**src/rtl/llr_load_ctrl.sv**
```systemverilog
// ---------------------------------------------------------------------------
// llr_load_ctrl
// Sequences a 1024x8 LLR shift buffer: loads a frame of channel LLRs (eight per
// 64-bit word) over a valid/ready handshake, flags when the whole frame is
// resident, then serves single-LLR reads by logical (arrival-order) index,
// translating each index to the buffer's physical shift position.
//
// Optional feature: define LLR_CTRL_CLIP_EN to saturate every signed input byte
// to [-CLIP_MAG, +CLIP_MAG] on its way into the buffer.
//
// Ports
//   i_clk, i_rst        clock, asynchronous active-high reset
//   i_frame_len         frame size code (0:256, 1:512, 2/3:1024 LLRs)
//   i_in_valid/o_in_ready/i_in_data   input word handshake
//   o_mem_wen/o_mem_data              buffer shift-in port
//   o_mem_pos/i_mem_data              buffer read position / read data
//   o_frame_rdy         complete frame resident
//   i_rd_req/i_rd_idx   decoder read request, logical index
//   o_rd_valid/o_rd_data/o_rd_err     read response (1-cycle latency)
//   i_frame_done        decoder releases the frame
// ---------------------------------------------------------------------------
module llr_load_ctrl #(
  parameter int unsigned CLIP_MAG = 127
) (
  input  logic        i_clk,
  input  logic        i_rst,
  input  logic [1:0]  i_frame_len,
  input  logic        i_in_valid,
  output logic        o_in_ready,
  input  logic [63:0] i_in_data,
  output logic        o_mem_wen,
  output logic [63:0] o_mem_data,
  output logic [9:0]  o_mem_pos,
  input  logic [7:0]  i_mem_data,
  output logic        o_frame_rdy,
  input  logic        i_rd_req,
  input  logic [9:0]  i_rd_idx,
  output logic        o_rd_valid,
  output logic [7:0]  o_rd_data,
  output logic        o_rd_err,
  input  logic        i_frame_done
);

  localparam int unsigned LLR_W  = 8;
  localparam int unsigned LANES  = 8;
  localparam int unsigned POS_W  = 10;
  localparam int unsigned CNT_W  = 8;
  localparam int unsigned LEN_W  = 11;
  localparam int unsigned EXT_W  = LLR_W + 1;

`ifdef LLR_CTRL_CLIP_EN
  localparam bit CLIP_EN = 1'b1;
`else
  localparam bit CLIP_EN = 1'b0;
`endif

  typedef enum logic [1:0] {
    S_IDLE  = 2'd0,
    S_LOAD  = 2'd1,
    S_READY = 2'd2
  } state_t;

  state_t             state, state_nxt;
  logic [CNT_W-1:0]   count, count_nxt;
  logic [LEN_W-1:0]   n_len, n_len_nxt;
  logic [CNT_W-1:0]   m_words;
  logic               accept;

  logic               rd_hit;
  logic               rd_in_range;
  logic [LEN_W-1:0]   pos_full;

  // Frame-length code to LLR count; code 3 aliases 1024.
  function automatic logic [LEN_W-1:0] len_decode(input logic [1:0] code);
    case (code)
      2'd0:    len_decode = LEN_W'(256);
      2'd1:    len_decode = LEN_W'(512);
      default: len_decode = LEN_W'(1024);
    endcase
  endfunction

  // Words per frame (N/8, at most 128).
  assign m_words = CNT_W'(n_len >> 3);
  assign accept  = i_in_valid & o_in_ready;

  // State, word counter and latched frame length.
  always_ff @(posedge i_clk or posedge i_rst) begin
    if (i_rst) begin
      state <= S_IDLE;
      count <= '0;
      n_len <= LEN_W'(1024);
    end else begin
      state <= state_nxt;
      count <= count_nxt;
      n_len <= n_len_nxt;
    end
  end

  // Next-state logic.
  always_comb begin
    state_nxt = state;
    count_nxt = count;
    n_len_nxt = n_len;
    case (state)
      S_IDLE: begin
        if (accept) begin
          n_len_nxt = len_decode(i_frame_len);
          count_nxt = CNT_W'(1);
          state_nxt = S_LOAD;
        end
      end
      S_LOAD: begin
        if (accept) begin
          if (count + CNT_W'(1) == m_words) begin
            count_nxt = '0;
            state_nxt = S_READY;
          end else begin
            count_nxt = count + CNT_W'(1);
          end
        end
      end
      S_READY: begin
        if (i_frame_done) state_nxt = S_IDLE;
      end
      default: begin
        state_nxt = S_IDLE;
        count_nxt = '0;
      end
    endcase
  end

  // State-decoded outputs.
  always_comb begin
    o_in_ready  = 1'b0;
    o_frame_rdy = 1'b0;
    case (state)
      S_IDLE:  o_in_ready  = 1'b1;
      S_LOAD:  o_in_ready  = 1'b1;
      S_READY: o_frame_rdy = 1'b1;
      default: o_in_ready  = 1'b0;
    endcase
  end

  // Shift-in happens on the same edge as the accept.
  assign o_mem_wen = accept;

  // Optional per-byte symmetric saturation of the write data.
  localparam logic signed [EXT_W-1:0] MAG_POS = EXT_W'(CLIP_MAG);
  localparam logic signed [EXT_W-1:0] MAG_NEG = -MAG_POS;

  for (genvar j = 0; j < LANES; j++) begin : g_lane
    logic [LLR_W-1:0]        raw;
    logic [LLR_W-1:0]        sat;
    logic signed [EXT_W-1:0] ext;

    assign raw = i_in_data[j*LLR_W +: LLR_W];
    assign ext = $signed({raw[LLR_W-1], raw});

    always_comb begin
      sat = raw;
      if (ext > MAG_POS)      sat = LLR_W'(MAG_POS);
      else if (ext < MAG_NEG) sat = LLR_W'(MAG_NEG);
    end

    assign o_mem_data[j*LLR_W +: LLR_W] = CLIP_EN ? sat : raw;
  end

  // Newest word sits at positions 0..7, so word k>>3 is (M-1-(k>>3)) words deep.
  assign rd_hit      = (state == S_READY) & i_rd_req;
  assign rd_in_range = LEN_W'(i_rd_idx) < n_len;
  assign pos_full    = n_len - LEN_W'(8)
                     - LEN_W'(i_rd_idx & ~POS_W'(7))
                     + LEN_W'(i_rd_idx &  POS_W'(7));

  // Read pipeline: position and response flags registered on the request edge.
  always_ff @(posedge i_clk or posedge i_rst) begin
    if (i_rst) begin
      o_mem_pos  <= '0;
      o_rd_valid <= 1'b0;
      o_rd_err   <= 1'b0;
    end else begin
      o_rd_valid <= rd_hit;
      o_rd_err   <= rd_hit & ~rd_in_range;
      if (rd_hit && rd_in_range) o_mem_pos <= pos_full[POS_W-1:0];
    end
  end

  // Buffer read data is combinational from o_mem_pos; forced to 0 otherwise.
  assign o_rd_data = (o_rd_valid & ~o_rd_err) ? i_mem_data : '0;

endmodule

```
**config.mk**
```make
export PLATFORM = sky130hd
export DESIGN_NAME = llr_load_ctrl
export DESIGN_NICKNAME = d
export VERILOG_FILES = /design/src/rtl/llr_load_ctrl.sv
export SDC_FILE = /design/constraint.sdc
export NUM_CORES = 1
export LEC_CHECK = 0
export ABC_CLOCK_PERIOD_IN_PS = 1700
export BUFFER_PORTS_ARGS = -buffer_cell sky130_fd_sc_hd__buf_2
export CORE_MARGIN = 8
export CORE_UTILIZATION = 37
export CTS_BUF_LIST = sky130_fd_sc_hd__clkbuf_8
export CTS_CLUSTER_SIZE = 24
export DETAILED_ROUTE_END_ITERATION = 8
export PLACE_DENSITY = 0.79
export SKIP_LAST_GASP = 1
export SLEW_MARGIN = 15
export SYNTH_ARGS = -nofsm -noshare
export SYNTH_HDL_FRONTEND = slang
export SYNTH_SLANG_ARGS = --single-unit
```
**constraint.sdc**
```tcl
create_clock -name i_clk -period 1.7 [get_ports i_clk]
set_clock_uncertainty 0.05 [all_clocks]
set_input_delay 0 -clock i_clk [delete_from_list [all_inputs] [get_ports i_clk]]
set_output_delay 0 -clock i_clk [all_outputs]
set_load 0.05 [all_outputs]
```
Word level (Yosys, flattened, before mapping)
Cells that the tools add are included.
{"block": "classes", "addsub": 4, "order_cmp": 1, "eq_ne": 8, "mux": 13, "bitwise_logic": 7, "reduce_logical": 7}
{"op": "$mux W8", "n": 4}
{"op": "$pmux W8 S3", "n": 1}
{"op": "$pmux W11 S2", "n": 1}
{"op": "$lt A10 B11 Y1", "n": 1}
{"op": "$add A10 B3 Y10", "n": 1}
{"op": "$sub A10 B10 Y10", "n": 1}
{"op": "$sub A10 B4 Y10 const B", "n": 1}
{"op": "$add A8 B1 Y8 const B", "n": 1}
{"op": "$eq A8 B8 Y1", "n": 1}
{"op": "$mux W2", "n": 4}
{"op": "$ne A2 B2 Y1 const B", "n": 4}
{"op": "$pmux W2 S3", "n": 1}
{"op": "$and A1 B1 Y1", "n": 4}
{"op": "$eq A2 B1 Y1 const B", "n": 2}
{"op": "$logic_not A2 Y1", "n": 2}
{"op": "$reduce_and A4 Y1", "n": 1}
{"op": "$not A1 Y1", "n": 3}
{"op": "$reduce_and A3 Y1", "n": 1}
{"op": "$eq A2 B2 Y1 const B", "n": 1}
{"op": "$mux W1", "n": 2}
{"op": "$reduce_and A2 Y1", "n": 1}
{"op": "$reduce_or A2 Y1", "n": 1}
{"op": "$logic_and A1 B1 Y1", "n": 1}
{"block": "word_totals", "register_bits": 33, "inputBits": 89, "out_inout_bits": 87, "word_cells": 46}

Longest topological paths before layout
Gate-level depths: netlist (run 1).
{"block": "logic_depth", "ltp_word": 6, "depth_mapped": 9, "depth_no_buf": 8}

Least setup slack after synthesis (run 1)
OpenSTA, ideal clock, no wires.
{"block": "synth_path", "path_kind": "reg2reg", "startpoint": "register state[1]", "endpoint": "register count[5]", "setup_ns": 0.129, "arrival_time_ns": 1.773, "required_ns": 1.521, "setup_slack_ns": -0.252, "path_stages_with_launch": 6, "n_path_buf": 1, "synth_period_minus_slack_ns": 1.952, "path_cell_list": "dfrtp_1 -> buf_2 -> nor2b_1 -> a21oi_1 -> a22oi_1 -> nand3_1"}
{"block": "synth_between", "elab_chain_len": 6, "word_cells_on_any_way": 11, "cone_classes": "eq/ne (4); mux (2); bitwise (2); reduce/logical (3)"}
{"item": "from (decl)", "line": "63", "text": "state_t state, state_nxt;"}
{"item": "from (signal assigned)", "line": "93", "text": "state <= state_nxt;"}
{"item": "$eq A2 B1 Y1 or $logic_not A2 Y1 (tied branches)", "line": "136", "text": "case (state)"}
{"item": "$reduce_or A2 Y1 (no line) (*)"}
{"item": "$mux W1 (*)", "line": "136"}
{"item": "$and A1 B1 Y1 (*)", "line": "84", "text": "assign accept = i_in_valid & o_in_ready;"}
{"item": "via o_mem_wen", "line": "31", "text": "output logic o_mem_wen,"}
{"item": "$ne A2 B2 Y1 (no line)"}
{"item": "$reduce_and A3 Y1 (no line) (*)"}
{"item": "to (signal assigned)", "line": "94", "text": "count <= count_nxt;"}
{"item": "to (decl)", "line": "64", "text": "logic [CNT_W-1:0] count, count_nxt;"}
The timed path passes the listed nets; every way through them passes the cells marked *.
A chain may end at the register's enable or synchronous reset.

Final worst setup path (run 1)
{"block": "layout_path", "startpoint": "register n_len[9]", "endpoint": "register o_mem_pos[8]"}
{"block": "layout_between", "elab_chain_len": 2}
{"item": "from (decl)", "line": "65", "text": "logic [LEN_W-1:0] n_len, n_len_nxt;"}
{"item": "from (signal assigned)", "line": "95", "text": "n_len <= n_len_nxt;"}
{"item": "$lt A10 B11 Y1", "line": "170", "text": "assign rd_in_range = LEN_W'(i_rd_idx) < n_len;"}
{"item": "$logic_and A1 B1 Y1", "line": "184", "text": "if (rd_hit && rd_in_range) o_mem_pos <= pos_full[POS_W-1:0];"}
{"item": "to (signal assigned)", "line": "184"}
{"item": "to (decl)", "line": "33", "text": "output logic [9:0] o_mem_pos,"}
No other way between the ends.

==> out/results.ini, run 1 <==
[run_status]
outcome=finished with violations
violations=setup timing

[sta]
slew_viol_final=0
fin_crit_sh_pct=102
final.min_clock_period_ns=1.73
rsz0062_at_grt=true
maxSlewHeadroom_pct=64.3
tns_ns=-0.0563
fmaxAchievable_mhz=576
worst_pin_slew_ns=0.534
holdWs_ns=0.164
setup_violations=4
final_hold_viol_count=0
fin_ws_ns=-0.0349

[power_and_ir_drop]
swShare_pct=44.6
peakVddDrop_mv=0.491
p_comb_share_pct=56.2
p_int_uw=1640
power_frac_clock_pct=13.1
switchingPower_uw=1320
power_density_nw_per_um2=985
leakage_uw=0.00146
seqPwrFrac_pct=30.7

[synth]
synth.top_cells.by_count=64 x buf_4, 31 x nand2_1, 24 x dfrtp_1
synthCells=269
yosys_warnings=0
synth_edf_count=0
syn-cell-area_um2=2220
synth_cell_types=48
syn_area_per_cell_um2=8.25
yosysMostFrequentCell=buf_4
ys_seq_area_share_pct=28.3
ys_async_sr_fraction_pct=100
syn_nets=370
ys_ff_latch=25
yosysTopAreaCell=dfrtp_1
synth_top_area_share_pct=27.1
synthTopCellsByArea=dfrtp_1 27%, buf_4 22%, ha_1 6.8%, nand2_1 5.2%, inv_1 3.2%
synth_ff_type=dfrtp_1

[layout]
layout-drive-gt1-share_pct=26.9
design_area_um2=3010
final_nets=444
fillerInstances=540
fin_util_pct=51.4
syn_to_final_growth_pct=35.6
n_antenna_cell=0

[critical_path]
cp.required_ns=1.87
r2r_slack_ns=-0.03
cp_data_arrival_time_ns=1.91
r2r_cells=7
reg2reg_from=n_len[9]
cp-end-kind=register
path_class=register to register
startpoint_type=register
cp_max_fo=6
timing.rr.end=o_mem_pos[8]

[floorplan]
initial_core_util_pct=37.9
die_x_um=93.4
coreArea_um2=5850
floorplan.die_area_um2=8730
chipHeight_um=93.4
num_rows=28
io_pins=176

[clock_tree]
cts_made_buffers=3
cts_sinks=25
clk_latency_ns=0.28
cts_tree=yes
clockBufferDepth=2
htreeDepth=1
clkTransAtPathRegs_ns=0.10
cts_root_buffer=clkbuf_8

[routing]
drt_iter0_drc=82
viasPerCell=4.81
avgRoutedWirePerCell_um=15.3
via_count=2007
dr.pass1.iters=4
wirelength_um=6360
drc_errors=0
ant_nets=0

[placed_design]
dpl-instance-area_um2=2190
preCtsSetupSlack_ns=-0.0633
place.gp.congestion=0.825
hpwl_um=3950
portBuffers=47

[global_route]
grt_pass1_wl_um=9850
antenna_found_initial=0
grt_pass1_vias=2113
grt.total_usage_pct=13.5
gr-total-overflow=0
grt_max_degree=26

[min_path]
hold_path_end=o_mem_pos[3]
hold_path_class=primary input to register
min_path_cells=4
hp-start=i_rd_idx[3]

[job]
cap_viol_max_count=0

[what timing repair did]
action,in CTS,in global routing
hold buffers,73,0
resized for setup,1,8
endpoints found under the hold margin,99,0
buffers inserted,0,1
endpoints found under the setup margin,10,15
pin swaps,1,5
[critical path, cell delays in order (launching register included)]
cell      delay (ns)
dfrtp_1         0.41
inv_2           0.08
ha_4            0.20
nor2b_4         0.12
o21a_1          0.19
or2_4           0.26
a2111o_1        0.30
nand3_1         0.08
[sequential cells by signal, indices dropped and copies added (netlist names)]
signal	count
o_mem_pos	10
count	8
n_len	3
state	2
o_rd_err	1
o_rd_valid	1
[metrics by stage]
stage                     total power, uW  cells
after floorplan                      2090    269
after global placement               2010    339
after detailed placement             2060    339
after CTS                            2890    416
after global routing                 3160    417
final                                2960    417
[worst max-delay path by stage]
stage	depth (start not counted)	slack [ns]	end	startpoint
after floorplan	8	-0.06	o_mem_pos[8]	n_len[9]
after global placement	8	0.002	o_mem_pos[4]	n_len[9]
after detailed placement	7	-0.06	o_mem_pos[8]	n_len[9]
after CTS	7	-0.03	o_mem_pos[8]	n_len[9]
after global routing	7	-0.08	o_mem_pos[8]	n_len[9]
final	7	-0.03	o_mem_pos[8]	n_len[9]
[cells by family (layout without fill, tap and decap cells)]
kind of cell | Yosys count | in the layout | share of synthesized area (%)
flip-flops | 25 | 25 | 28.3
AND/OR/NAND/NOR | 83 | 83 | 19.1
XOR/XNOR | 12 | 12 | 4.74
adder cells (fa/ha/maj) | 12 | 12 | 6.77
AO/OA/AOI/OAI | 48 | 48 | 14.8
buffers and inverters | 89 | 162 | 26.4
[power groups by stage]
| stage | Sequential (uW) | Combinational [uW] | Clock (uW) |
|---|---|---|---|
| floorplan | 927 | 1170 | 0 |
| global route | 941 | 1800 | 419 |
| detailed placement | 913 | 1150 | 0 |
| CTS | 901 | 1590 | 398 |
| global placement | 898 | 1110 | 0 |
| finish | 909 | 1670 | 388 |
[routing by layer]
metal | global-route usage, % | wire length, um | vias to the layer above
met5 | 0 | 0 | -
met2 | 24.5 | 3310 | 95
met1 | 15.0 | 2470 | 929
met4 | 3.62 | 61 | 0
met3 | 3.53 | 514 | 8
li1 | - | - | 975
[placed cells by master, fill, tap and decap left out, drive strengths merged, types with 2 or more instances in the layout]
master       count
dlygate4sd3     73
buf             66
nand2           32
dfrtp           24
inv             20
o21ai           13
ha              12
nor2            10
and2             9
a21oi            9
xnor2            8
nor3             8
nand3            7
nor2b            6
o21a             4
xor2             4
o211ai           4
nand4            3
clkbuf           3
or2              3
o31ai            2
a21o             2
a211oi           2
[final cells by class]
class	count	area [um^2]	area share, %
Multi-Input combinational cell	155	1050	35.0
Sequential cell	25	632	21.0
Timing Repair Buffer	139	1110	36.8
Tap cell	75	93.8	3.12
Inverter	19	71.3	2.37
Clock buffer	3	41.3	1.37
Clock inverter	1	8.76	0.291
Note: power is estimated with default switching activity, not from simulation.
==> run 2, diff against run 1 <==
- ABC_CLOCK_PERIOD_IN_PS: 1700 -> 1440
- BUFFER_PORTS_ARGS: -buffer_cell sky130_fd_sc_hd__buf_2 -> unset
- CORE_UTILIZATION: 37 -> 60
- DONT_BUFFER_PORTS: unset -> 1
- PLACE_DENSITY: 0.79 -> unset
- PLACE_DENSITY_LB_ADDON: unset -> 0.1
- clock period: 1.7 -> 1.44 ns (I/O delays scaled with it)
==> run 2 against run 1 <==
The flow still finishes with violations (setup timing). Worst setup slack worse by 0.25 ns. Cell count is 8.9% lower. Combinational power is 44% higher. Via count is 6.8% higher. Clock power is 8.0% higher. Fmax is 0.38% higher. Non-clock buffer count is 10 lower. Register-to-register slack worse by 0.25 ns. First-iteration DRC count is 83% higher. Critical endpoint is now count[1].
==> out/results.ini, run 2 (synthesis results as in run 1) <==
[layout]
fillerInstances=151
final_common_cell=dlygate4sd3_1
layout_common_cells=73 x dlygate4sd3_1, 46 x buf_4, 28 x nand2_1
final_nets=434
n_antenna_cell=0
syn_to_final_growth_pct=45.9
top_regs=o_mem_pos x10, count x8, n_len x3
regMostFlops=o_mem_pos
layout-drive-gt1-share_pct=29.2
fin_cells=380
fin_util_pct=89.7
largest_register_ffs=10

[sta]
setup_violations=16
fin_ws_ns=-0.288
fmaxAchievable_mhz=579
final.min_clock_period_ns=1.73
worst_pin_slew_ns=0.551
tns_ns=-3.55
fin_crit_sh_pct=120
final_hold_viol_count=0
rsz0062_at_grt=true
slew_viol_final=0
maxSlewHeadroom_pct=63.2

[routing]
avgRoutedWirePerCell_um=21.5
drc_errors=0
ant_nets=0
viasPerCell=5.64
wirelength_um=8160
drt_iter0_drc=150
dr.pass1.iters=4
via_count=2144

[power_and_ir_drop]
seqPwrFrac_pct=28.1
p_int_uw=2120
p_comb_share_pct=61.2
power_density_nw_per_um2=1220
peakVddDrop_mv=0.811
finalPower_uw=3940
power_frac_clock_pct=10.6
leakage_uw=0.00147
switchingPower_uw=1820
swShare_pct=46.1

[floorplan]
initial_core_util_pct=61.5
num_rows=22
die_x_um=76.8
chipHeight_um=76.8
coreArea_um2=3610
floorplan.die_area_um2=5900
io_pins=176

[clock_tree]
cts_tree=yes
cts_root_buffer=clkbuf_8
htreeDepth=1
clkTransAtPathRegs_ns=0.09
cts_made_buffers=3
clk_latency_ns=0.28
cts_sinks=25
clockBufferDepth=2

[min_path]
hold_path_end=state[1]
min_path_cells=3
hold_path_class=primary input to register
hp-start=i_in_valid

[critical_path]
slowest_stage=dfrtp_2
r2r_slack_ns=-0.29
crit_family=compound AO/OA/AOI/OAI gates
reg2reg_from=count[1]
cp_num_buf_inv=0
cp_max_fo=6
startpoint_type=register
r2r_cells=5
cp_data_arrival_time_ns=1.84
timing.rr.end=count[1]
max_stage_delay_ns=0.48
crit_chain=a211o_1 -> a21oi_2 -> o211ai_2 -> or2_1 -> a32o_2
path_class=register to register
cp.required_ns=1.55
cp-end-kind=register

[global_route]
gr-total-overflow=0
grt.total_usage_pct=25.7
grt_pass1_vias=2479
grt_pass1_wl_um=12400
grt_max_degree=15
antenna_found_initial=0

[placed_design]
dp_cells=298
place.gp.congestion=0.845
portBuffers=0
hpwl_um=4120
preCtsSetupSlack_ns=-0.316

[run_status]
violations=setup timing
outcome=finished with violations

[job]
cap_viol_max_count=0

[run 2: changes by cell type in the layout (fill, tap and decap cells not counted), sizes merged]
cell and change:
buf -10
[run 2: area by class of cell]
type | count | area [um^2] | area share [%]
timing repair buffer | 129 | 1260 | 38.9
clock buffer | 3 | 41.3 | 1.28
multi-input combinational | 155 | 1170 | 36.2
sequential | 25 | 631 | 19.5
inverter | 19 | 71.3 | 2.20
clock inverter | 1 | 3.75 | 0.116
tap | 48 | 60.1 | 1.86
[run 2: timing repair]
action,in CTS,in global routing
gates cloned,0,0
endpoints found under the hold margin,91,0
buffers inserted,4,1
setup endpoints to repair,16,26
resized for setup,15,15
hold buffers,73,0
pin swaps,13,3
[run 2: how the worst max path moves through the flow]
stage	start	to	slack [ns]	depth (start not counted)
3_5_place_dp	n_len[9]	o_mem_pos[6]	-0.32	7
6_report	count[1]	count[1]	-0.29	5
4_1_cts	n_len[9]	o_mem_pos[8]	-0.26	7
2_1_floorplan	n_len[9]	o_mem_pos[4]	-0.32	9
5_1_grt	n_len[9]	o_mem_pos[8]	-0.33	7
3_3_place_gp	n_len[9]	o_mem_pos[6]	-0.26	7
[run 2: metal layers]
layer  track usage (%)  wire [um]  vias up
met5                 0          0        -
met4              15.4        391        0
met3              5.01        433       32
met2              50.8       4720      113
met1              23.2       2620     1041
li1                  -          -      958
[run 2: power by group through the flow]
stage	sequential, uW	combinational, uW	clock [uW]
4_1_cts	1080	2190	421
3_3_place_gp	1070	1420	0
3_5_place_dp	1080	1480	0
2_1_floorplan	1100	1410	0
6_report	1110	2410	419
5_1_grt	1120	2550	442
[run 2: worst register-to-register path: stages (launching register included)]
cell	delay (ns)
dfrtp_2	0.48
a211o_1	0.31
a21oi_2	0.14
o211ai_2	0.12
or2_1	0.26
a32o_2	0.26
[run 2: stage by stage]
step | cell area (um^2) | hold slack (ns)
after global placement | 2290 | -0.0884
after global routing | 3240 | 0.0516
after CTS | 3170 | 0.0126
final | 3240 | 0.0324
after detailed placement | 2290 | -0.0808
after floorplan | 2270 | -0.0235
